`config.mk`:
```
export PLATFORM = sky130hd
export DESIGN_NAME = rf_writeback_arbiter_flat
export DESIGN_NICKNAME = d
export VERILOG_FILES = /design/src/rtl/rf_writeback_arbiter_if.sv /design/src/rtl/rf_writeback_arbiter.sv /design/src/flat_wrapper.sv
export SDC_FILE = /design/constraint.sdc
export NUM_CORES = 1
export LEC_CHECK = 0
export ABC_AREA = 1
export CORE_MARGIN = 4
export CORE_UTILIZATION = 34
export CTS_CLUSTER_SIZE = 12
export DETAILED_ROUTE_END_ITERATION = 8
export MAX_ROUTING_LAYER = met4
export PLACE_DENSITY = 0.88
export SLEW_MARGIN = 20
export SYNTH_ARGS = -nofsm -noshare
export SYNTH_HDL_FRONTEND = slang
export SYNTH_SLANG_ARGS = --single-unit
export TNS_END_PERCENT = 1
```
`constraint.sdc`:
```
create_clock -name i_clk -period 1.3 [get_ports i_clk]
set_input_delay 0.26 -clock i_clk [delete_from_list [all_inputs] [get_ports i_clk]]
set_output_delay 0.26 -clock i_clk [all_outputs]
set_load 0.01 [all_outputs]
```
`src/rtl/rf_writeback_arbiter_if.sv`:
```
// Writeback bus: two valid/ready requesters (ALU, load) in, register file write port out.
interface rf_writeback_arbiter_if #(
  parameter int AW   = 5,
  parameter int XLEN = 32
);
  logic            alu_valid;
  logic [AW-1:0]   alu_rd;
  logic [XLEN-1:0] alu_data;
  logic            alu_ready;
  logic            ld_valid;
  logic [AW-1:0]   ld_rd;
  logic [XLEN-1:0] ld_data;
  logic            ld_ready;
  logic [AW-1:0]   rf_rd;
  logic [XLEN-1:0] rf_data;
  logic            rf_we;

  // Arbiter side
  modport slave (
    input  alu_valid, alu_rd, alu_data, ld_valid, ld_rd, ld_data,
    output alu_ready, ld_ready, rf_rd, rf_data, rf_we
  );

  // Requester / register file side
  modport master (
    output alu_valid, alu_rd, alu_data, ld_valid, ld_rd, ld_data,
    input  alu_ready, ld_ready, rf_rd, rf_data, rf_we
  );
endinterface

```
`src/rtl/rf_writeback_arbiter.sv`:
```
// Register file write-port owner: zero sweep of x1..x(NUM_REGS-1) after reset,
// then round-robin arbitration of ALU and load writebacks with a registered
// one-cycle write strobe. x0 writes are accepted but never strobed.
module rf_writeback_arbiter #(
  parameter int NUM_REGS = 32,
  parameter int XLEN     = 32,
  parameter int AW       = 5
) (
  input  logic                  i_clk,
  input  logic                  i_rst,
  rf_writeback_arbiter_if.slave bus,
  output logic                  o_init_done
);
  typedef enum logic {S_INIT, S_RUN} state_t;
  typedef enum logic {SRC_ALU, SRC_LD} src_t;

  // idx carries one extra bit so the increment never wraps before the compare
  localparam logic [AW:0] LAST_IDX = (AW+1)'(NUM_REGS - 1);

  state_t          r_state, w_state_nxt;
  src_t            r_last;
  logic [AW:0]     r_idx;
  logic            r_rf_we;
  logic [AW-1:0]   r_rf_rd;
  logic [XLEN-1:0] r_rf_data;
  logic            r_init_done;

  logic            w_gnt_alu, w_gnt_ld, w_xfer;
  logic [AW-1:0]   w_rd;
  logic [XLEN-1:0] w_data;

  // State register
  always_ff @(posedge i_clk) begin
    if (i_rst) r_state <= S_INIT;
    else       r_state <= w_state_nxt;
  end

  // Next state and grant; grant already implies valid, so a grant is a transfer
  always_comb begin
    w_state_nxt = r_state;
    w_gnt_alu   = 1'b0;
    w_gnt_ld    = 1'b0;
    case (r_state)
      S_INIT: if (r_idx == LAST_IDX) w_state_nxt = S_RUN;
      S_RUN: begin
        if (bus.alu_valid && (!bus.ld_valid || r_last == SRC_LD)) w_gnt_alu = 1'b1;
        else if (bus.ld_valid)                                   w_gnt_ld  = 1'b1;
      end
      default: ;
    endcase
  end

  assign w_xfer = w_gnt_alu | w_gnt_ld;
  assign w_rd   = w_gnt_ld ? bus.ld_rd   : bus.alu_rd;
  assign w_data = w_gnt_ld ? bus.ld_data : bus.alu_data;

  // Write port: sweep writes during INIT, granted writeback during RUN
  always_ff @(posedge i_clk) begin
    if (i_rst) begin
      r_idx       <= (AW+1)'(1);
      r_rf_we     <= 1'b0;
      r_rf_rd     <= '0;
      r_rf_data   <= '0;
      r_init_done <= 1'b0;
      r_last      <= SRC_LD;
    end else if (r_state == S_INIT) begin
      r_rf_we   <= 1'b1;
      r_rf_rd   <= r_idx[AW-1:0];
      r_rf_data <= '0;
      r_idx     <= r_idx + 1'b1;
      if (r_idx == LAST_IDX) r_init_done <= 1'b1;
    end else if (w_xfer) begin
      r_rf_rd   <= w_rd;
      r_rf_data <= w_data;
      r_rf_we   <= (w_rd != '0);
      r_last    <= w_gnt_ld ? SRC_LD : SRC_ALU;
    end else begin
      r_rf_we <= 1'b0;
    end
  end

  assign bus.alu_ready = w_gnt_alu;
  assign bus.ld_ready  = w_gnt_ld;
  assign bus.rf_we     = r_rf_we;
  assign bus.rf_rd     = r_rf_rd;
  assign bus.rf_data   = r_rf_data;
  assign o_init_done   = r_init_done;
endmodule

```
`src/flat_wrapper.sv`:
```
// flat-port wrapper written by rule: the top's interface ports become plain ports
module rf_writeback_arbiter_flat 
#(
  parameter int NUM_REGS = 32,
  parameter int XLEN     = 32,
  parameter int AW       = 5
)
  (i_clk, i_rst, o_init_done, bus_alu_valid, bus_alu_rd, bus_alu_data, bus_ld_valid, bus_ld_rd, bus_ld_data, bus_alu_ready, bus_ld_ready, bus_rf_rd, bus_rf_data, bus_rf_we);
  rf_writeback_arbiter_if #(.AW(AW), .XLEN(XLEN)) bus_i ();
  input  logic i_clk;
  input  logic i_rst;
  output logic o_init_done;
  input wire logic [$bits(bus_i.alu_valid)-1:0] bus_alu_valid;
  input wire logic [$bits(bus_i.alu_rd)-1:0] bus_alu_rd;
  input wire logic [$bits(bus_i.alu_data)-1:0] bus_alu_data;
  input wire logic [$bits(bus_i.ld_valid)-1:0] bus_ld_valid;
  input wire logic [$bits(bus_i.ld_rd)-1:0] bus_ld_rd;
  input wire logic [$bits(bus_i.ld_data)-1:0] bus_ld_data;
  output wire logic [$bits(bus_i.alu_ready)-1:0] bus_alu_ready;
  output wire logic [$bits(bus_i.ld_ready)-1:0] bus_ld_ready;
  output wire logic [$bits(bus_i.rf_rd)-1:0] bus_rf_rd;
  output wire logic [$bits(bus_i.rf_data)-1:0] bus_rf_data;
  output wire logic [$bits(bus_i.rf_we)-1:0] bus_rf_we;
  assign bus_i.alu_valid = bus_alu_valid;
  assign bus_i.alu_rd = bus_alu_rd;
  assign bus_i.alu_data = bus_alu_data;
  assign bus_i.ld_valid = bus_ld_valid;
  assign bus_i.ld_rd = bus_ld_rd;
  assign bus_i.ld_data = bus_ld_data;
  assign bus_alu_ready = bus_i.alu_ready;
  assign bus_ld_ready = bus_i.ld_ready;
  assign bus_rf_rd = bus_i.rf_rd;
  assign bus_rf_data = bus_i.rf_data;
  assign bus_rf_we = bus_i.rf_we;
  rf_writeback_arbiter #(.NUM_REGS(NUM_REGS), .XLEN(XLEN), .AW(AW)) u_core (.i_clk(i_clk), .i_rst(i_rst), .bus(bus_i), .o_init_done(o_init_done));
endmodule
```
==> results.json, run 1 <==
{
  "status": "finished, violations left",
  "violations": "setup timing",
  "htree_levels": 2,
  "clock_tree_from_tritoncts": "yes",
  "vias_per_cell": 4.97,
  "finalWirelength_um": 6850,
  "cts.sink_count": 47,
  "min_to": "u_core.o_init_done",
  "die_height_um": 85.7,
  "power.ir.vdd_worst_uv": 628,
  "io_buffers": 118,
  "worst_setup_path_start_kind": "flip-flop",
  "reg2reg_slack_ns": 0,
  "grt_pass1_vias": 2334,
  "placement.setup.worst_slack_ns": -0.602,
  "top_level_ports": 119,
  "final_max_tran_viols": 0,
  "critical_path_end_type": "primary output",
  "post_synth_num_cell_types": 21,
  "max-clock-path-buffers": 2,
  "maxSlewHeadroom_pct": 82.4,
  "gr-total-overflow": 0,
  "layout_worst_path_cycle_share_pct": 104,
  "synth_area_per_cell_sq_um": 7.26,
  "synth-warning-count": 0,
  "clk_pin_slew_worst_paths_ns": 0.09,
  "ant_nets": 0,
  "diodes": 0,
  "timing.critical_path.fanout_max": 3,
  "max_clk_rate_ghz": 0.738,
  "yosysSeqAreaShare_pct": 45.8,
  "core.rowCount": 28,
  "synth_area_sq_um": 2050,
  "timing.critical_path.arrival_ns": 1.09,
  "via_count": 2409,
  "r2r_start": "u_core.r_state",
  "die_area_sq_um": 7350,
  "grt_antenna_before_repair": 0,
  "comb_power_share_pct": 12.3,
  "grt_setup_unrepaired": "yes",
  "min-delay-start": "u_core.o_init_done",
  "worst_r2r_endpoint": "u_core.bus.rf_data[8]",
  "power.switching_mw": 0.603,
  "power.sequential.fraction_pct": 50.2,
  "grt_max_degree": 43,
  "setup.worst_path.class": "reg2out",
  "clock_insertion_delay_worst_skew_ns": 0.29,
  "tightest_slew_ns": 0.264,
  "finalWorstPathRequiredPeriod_ns": 1.35,
  "final.setup_skew_ns": 0.00508,
  "first_pass_grt_wire_length_um": 10400,
  "final_setup_vio_count": 1,
  "sw_frac_of_total_pct": 20.5,
  "cts-hold-fix-buffers": 0,
  "share_clk_of_total_power_pct": 37.5,
  "firstDrtPassIters": 5,
  "drc": 0,
  "finalNetCount": 488,
  "syn2layout_area_growth_pct": 73.0,
  "syn_nets": 362,
  "worst_hold_path_type": "reg2reg",
  "initial_utilization_pct": 34.9,
  "maxCapViolations": 0,
  "min_path_cells": 1,
  "clock-root-buffer": "sky130_fd_sc_hd__clkbuf_8",
  "power_leakage_nw": 1.62,
  "timing.reg2reg.worst_path_depth": 6,
  "yosys_register_bits": 47,
  "global_route.usage.total_pct": 17.9,
  "gp_routability_congestion": 0.839,
  "number_of_buffers_added_by_the_clock_tree_synthesis_step": 5,
  "post-route-worst-setup-slack_ns": -0.0545,
  "worst-endpoint-required_ns": 1.04,
  "mostFrequentLayoutCell": "sky130_fd_sc_hd__nand2_1",
  "internal_power_contribution_mw": 2.33,
  "finalPower_mw": 2.94,
  "chipWidth_um": 85.7,
  "hold_violation_total_from_the_final_report": 0,
  "setup_total_negative_slack_ns": -0.0545,
  "synthesis.instances": 283,
  "drive_gt1_share_pct": 11.2,
  "dp.final_hpwl_um": 5060,
  "layout_common_cells": "87 x sky130_fd_sc_hd__nand2_1, 75 x sky130_fd_sc_hd__clkdlybuf4s50_1, 46 x sky130_fd_sc_hd__dfxtp_1",
  "fill_cells": 550,
  "core-area_sq_um": 5890,
  "drt_first_iter_violations": 117,
  "power_density_nw_per_um2": 826,
  "worst_hold_slack_ns": 0.477,
  "routedWlPerCell_um": 14.1
}
[synthesized netlist by cell type, drive strengths merged]
cell type | number | share of area (%)
dfxtp | 47 | 46
a21oi | 4 | 0.97
nor2 | 12 | 2.2
o21ai | 37 | 9.0
o21a | 1 | 0.37
nor3b | 1 | 0.37
inv | 13 | 2.4
o211ai | 1 | 0.37
nand2 | 92 | 17
nand3 | 9 | 2.2
xor2 | 1 | 0.43
nand3b | 1 | 0.37
a31oi | 36 | 11
clkbuf | 5 | 0.91
nand4 | 4 | 1.2
nor3 | 3 | 0.73
ha | 1 | 0.61
buf | 15 | 4.3
[worst max-delay path by stage]
stage               slack [ns]                    end            from  depth (start not counted)
finish                   -0.05           bus_ld_ready  u_core.r_state                          5
CTS                      -0.06  u_core.bus.rf_data[2]   u_core.r_last                          9
global placement         -0.56           bus_ld_ready    bus_ld_valid                          6
detailed placement       -0.60  u_core.bus.rf_data[2]    bus_ld_valid                          9
global route             -0.12        u_core.r_idx[5]  u_core.r_state                          7
floorplan                 0.08       u_core.bus.rf_we  u_core.r_state                         10
[power groups by stage]
stage	logic (mW)	clock network [mW]	registers [mW]
final	0.363	1.10	1.47
after global routing	0.386	1.19	1.48
after CTS	0.358	1.12	1.47
after detailed placement	0.364	0	1.51
after global placement	0.359	0	1.51
after floorplan	0.0779	0	1.51
[per-layer routing]
| layer | part of all wire (%) | wire length [um] | GRT usage (%) | vias to the layer above |
|---|---|---|---|---|
| met5 | 0 | 0 | - | - |
| met4 | 1.1 | 74 | 5.76 | 0 |
| met3 | 6.9 | 474 | 4.03 | 7 |
| met2 | 52 | 3560 | 31.8 | 93 |
| met1 | 40 | 2740 | 19.7 | 1092 |
| li1 | - | - | - | 1217 |
[area by class of cell]
cell class	instances	area, sq um	area share (%)
flip-flops and latches	47	942	26.5
clock inverters	2	35.0	0.986
repair buffers	139	1350	38.0
clock buffers	6	82.6	2.32
multi-input cells	203	1000	28.1
well taps	75	93.8	2.64
inverters	13	51.3	1.44
[critical path, stage by stage, from the launching register on]
cell	delay, ns
sky130_fd_sc_hd__dfxtp_2	0.38
sky130_fd_sc_hd__nand2_2	0.08
sky130_fd_sc_hd__inv_2	0.09
sky130_fd_sc_hd__nand2_4	0.08
sky130_fd_sc_hd__inv_4	0.08
sky130_fd_sc_hd__buf_6	0.10
[through the flow]
stage	util [%]	area (sq um)	std cells
after detailed placement	57.7	3390	475
after CTS	59.1	3480	483
after global routing	60.4	3550	485
final	60.4	3550	485
after floorplan	-	2050	283
after global placement	57.7	3390	475
[cell families after synthesis]
logic type               count (synthesis)  share of synthesized area, %
XOR/XNOR                                 1                         0.426
flip-flops                              47                          45.8
adder cells (fa/ha/maj)                  1                         0.609
buffers and inverters                   33                          7.61
AO/OA/AOI/OAI                           79                          21.7
AND/OR/NAND/NOR                        122                          23.9
[flip-flops by register name, summed over array words and instances, names as in the netlist]
signal / cells
u_core.r_state: 1
u_core.r_idx: 6
u_core.bus.rf_data: 32
u_core.r_last: 1
u_core.o_init_done: 1
u_core.bus.rf_we: 1
u_core.bus.rf_rd: 5
[what timing repair did]
action                     CTS  global route
pin swaps                    0             2
setup buffers                0             1
gates resized for setup     58            23
setup endpoints to repair   78            40
gates cloned                 0             1
Power figures use the tool's default switching activity.
==> run 2: changes to the inputs <==
--- a/config.mk
+++ b/config.mk
@@ -6,7 +6,8 @@
 export NUM_CORES = 1
 export LEC_CHECK = 0
 export ABC_AREA = 1
-export CORE_MARGIN = 4
+export CORE_ASPECT_RATIO = 1.1
+export CORE_MARGIN = 1.5
 export CORE_UTILIZATION = 34
 export CTS_CLUSTER_SIZE = 12
 export DETAILED_ROUTE_END_ITERATION = 8
==> run 2 against run 1 <==
Compared with the run above:
- sequential power hardly changed
- register-to-register slack better by 0.02 ns
- clock skew hardly changed
- clock power is 20% lower
- cell count is 0.62% higher
- non-clock buffer count is 2 higher
- utilization is 2.0 points higher
- worst setup slack better by 0.017 ns
- total power is 7.4% lower
- first-iteration DRC count is 15% higher
- the flow still finishes with violations (setup timing)
- global-route usage is 1.6 points higher
- hold slack worse by 0.060 ns
- critical path type unchanged
==> results.json, run 2 (synthesized netlist as in run 1, its figures left out) <==
{
  "power_leakage_nw": 1.66,
  "timing.critical_path.from": "u_core.r_state",
  "clk_pin_slew_worst_paths_ns": 0.08,
  "dp.final_hpwl_um": 4700,
  "post-route-worst-setup-slack_ns": -0.0379,
  "first_pass_grt_wire_length_um": 9980,
  "fill_cells": 520,
  "layout_common_cells": "87 x sky130_fd_sc_hd__nand2_1, 75 x sky130_fd_sc_hd__clkdlybuf4s50_1, 44 x sky130_fd_sc_hd__dfxtp_1",
  "critical_path_depth": 5,
  "chipWidth_um": 77.1,
  "grt_setup_unrepaired": "yes",
  "timing.reg2reg.worst_path_depth": 10,
  "number_of_buffers_added_by_the_clock_tree_synthesis_step": 5,
  "violations": "setup timing",
  "worst_hold_path_type": "in2reg",
  "crit_chain": "nand2_4 -> inv_4 -> nand2_4 -> inv_4 -> buf_6",
  "via_count": 2467,
  "worstPathBufferInverterCount": 3,
  "io_buffers": 118,
  "final.setup_skew_ns": 0.00504,
  "internal_power_contribution_mw": 2.13,
  "number_of_flip_flops_under_the_largest_register_name": 32,
  "maxCapViolations": 0,
  "gr-total-overflow": 0,
  "firstDrtPassIters": 4,
  "finish.instance_area_sq_um": 3620,
  "maxSlewHeadroom_pct": 85.4,
  "vias_per_cell": 5.06,
  "worst-endpoint-required_ns": 1.04,
  "finalWorstPathRequiredPeriod_ns": 1.34,
  "routedWlPerCell_um": 14.1,
  "reg2reg_slack_ns": 0.02,
  "placement.setup.worst_slack_ns": -0.590,
  "core.rowCount": 29,
  "multiInputGateArea_sq_um": 1010,
  "ant_nets": 0,
  "drc": 0,
  "status": "finished, violations left",
  "clock_insertion_delay_worst_skew_ns": 0.29,
  "finalNetCount": 490,
  "cts-hold-fix-buffers": 0,
  "grt_pass1_vias": 2171,
  "mostFrequentLayoutCell": "sky130_fd_sc_hd__nand2_1",
  "finalWirelength_um": 6890,
  "timing.critical_path.slowest_stage_cell": "sky130_fd_sc_hd__dfxtp_2",
  "max_clk_rate_ghz": 0.747,
  "drt_first_iter_violations": 135,
  "comb_power_share_pct": 13.3,
  "timing.critical_path.slowest_cell_delay_ns": 0.38,
  "post_dp_cell_area_sq_um": 3400,
  "setup.worst_path.class": "reg2out",
  "gp_routability_congestion": 0.861,
  "power.switching_mw": 0.591,
  "global_route.usage.met3_pct": 4.13,
  "global_route.usage.total_pct": 19.5,
  "ff_latch_area_sq_um": 945,
  "hold_violation_total_from_the_final_report": 0,
  "globalRouteMet1Util_pct": 24.2,
  "groute.layer.met2.usage_pct": 32.3,
  "cpLargestDelayFamily": "flip-flops",
  "finalCoreUtilization_pct": 62.4,
  "tightest_slew_ns": 0.218,
  "power.sequential.fraction_pct": 54.3,
  "setup_total_negative_slack_ns": -0.0379,
  "diodes": 0,
  "cts.sink_count": 47,
  "top_usage_layer": "met2",
  "timing.critical_path.arrival_ns": 1.08,
  "core-area_sq_um": 5810,
  "htree_levels": 2,
  "power_density_nw_per_um2": 751,
  "clock-root-buffer": "sky130_fd_sc_hd__clkbuf_8",
  "final_max_tran_viols": 0,
  "worst_r2r_endpoint": "u_core.bus.rf_we",
  "power.ir.vdd_worst_uv": 513,
  "r2r_start": "u_core.r_state",
  "sw_frac_of_total_pct": 21.7,
  "critical_path_end_type": "primary output",
  "clock_tree_from_tritoncts": "yes",
  "worst_setup_path_start_kind": "flip-flop",
  "grt_max_degree": 41,
  "die_area_sq_um": 6520,
  "initial_utilization_pct": 35.4,
  "drive_gt1_share_pct": 11.2,
  "layout_worst_path_cycle_share_pct": 103,
  "share_clk_of_total_power_pct": 32.4,
  "syn2layout_area_growth_pct": 76.2,
  "top_level_ports": 119,
  "endpoint": "bus_ld_ready",
  "final_setup_vio_count": 1,
  "grt_antenna_before_repair": 0,
  "die_height_um": 84.5,
  "max-clock-path-buffers": 2,
  "timing.critical_path.fanout_max": 3,
  "worst_hold_slack_ns": 0.417
}
## run 2: worst min-delay path by stage
stage	from	end	slack (ns)	cells past startpoint
6_report	bus_alu_valid	u_core.r_last	0.42	4
3_3_place_gp	u_core.o_init_done	u_core.o_init_done	0.47	1
4_1_cts	u_core.o_init_done	u_core.o_init_done	0.48	1
3_5_place_dp	u_core.o_init_done	u_core.o_init_done	0.46	1
5_1_grt	bus_alu_valid	u_core.r_last	0.44	4
2_1_floorplan	bus_ld_data[10]	u_core.bus.rf_data[10]	0.42	2
## run 2: stage by stage
| step | total power, mW | std cells |
|---|---|---|
| after CTS | 2.74 | 483 |
| final | 2.72 | 488 |
| after global placement | 1.87 | 476 |
| after detailed placement | 1.87 | 476 |
| after global routing | 2.84 | 488 |
| after floorplan | 1.59 | 283 |
## run 2: worst register-to-register path: cells and delay by family (launching register included)
kind | cells | cell delay (ns)
buf+inv | 3 | 0.27
flops | 1 | 0.38
simple gates | 7 | 0.54
## run 2: power groups by stage
stage          Clock [mW]  Sequential (mW)  Combinational, mW
2_1_floorplan           0             1.51             0.0779
3_3_place_gp            0             1.51              0.359
3_5_place_dp            0             1.51              0.361
4_1_cts             0.914             1.47              0.357
5_1_grt             0.976             1.48              0.390
6_report            0.882             1.48              0.362
## run 2: area by class of cell
type,instances,share of cell area [%]
repair buffers,141,39.6
multi-input cells,203,27.8
flip-flops and latches,47,26.1
well taps,77,2.66
clock buffers,6,2.28
inverters,13,1.49
clock inverters,1,0.138
## run 2: what timing repair did
action / 4_1_cts / 5_1_grt
buffers inserted: 0 / 2
hold endpoints to repair: 0 / 0
pin swaps: 0 / 2
setup endpoints to repair: 79 / 41
gates cloned: 0 / 3
resized for setup: 50 / 30
## run 2: routing by layer
metal  vias to the layer above  part of all wire [%]
met5                         -                     0
met4                         0                  0.67
met3                         7                   6.1
met2                        98                    49
met1                      1142                    44
li1                       1220                     -
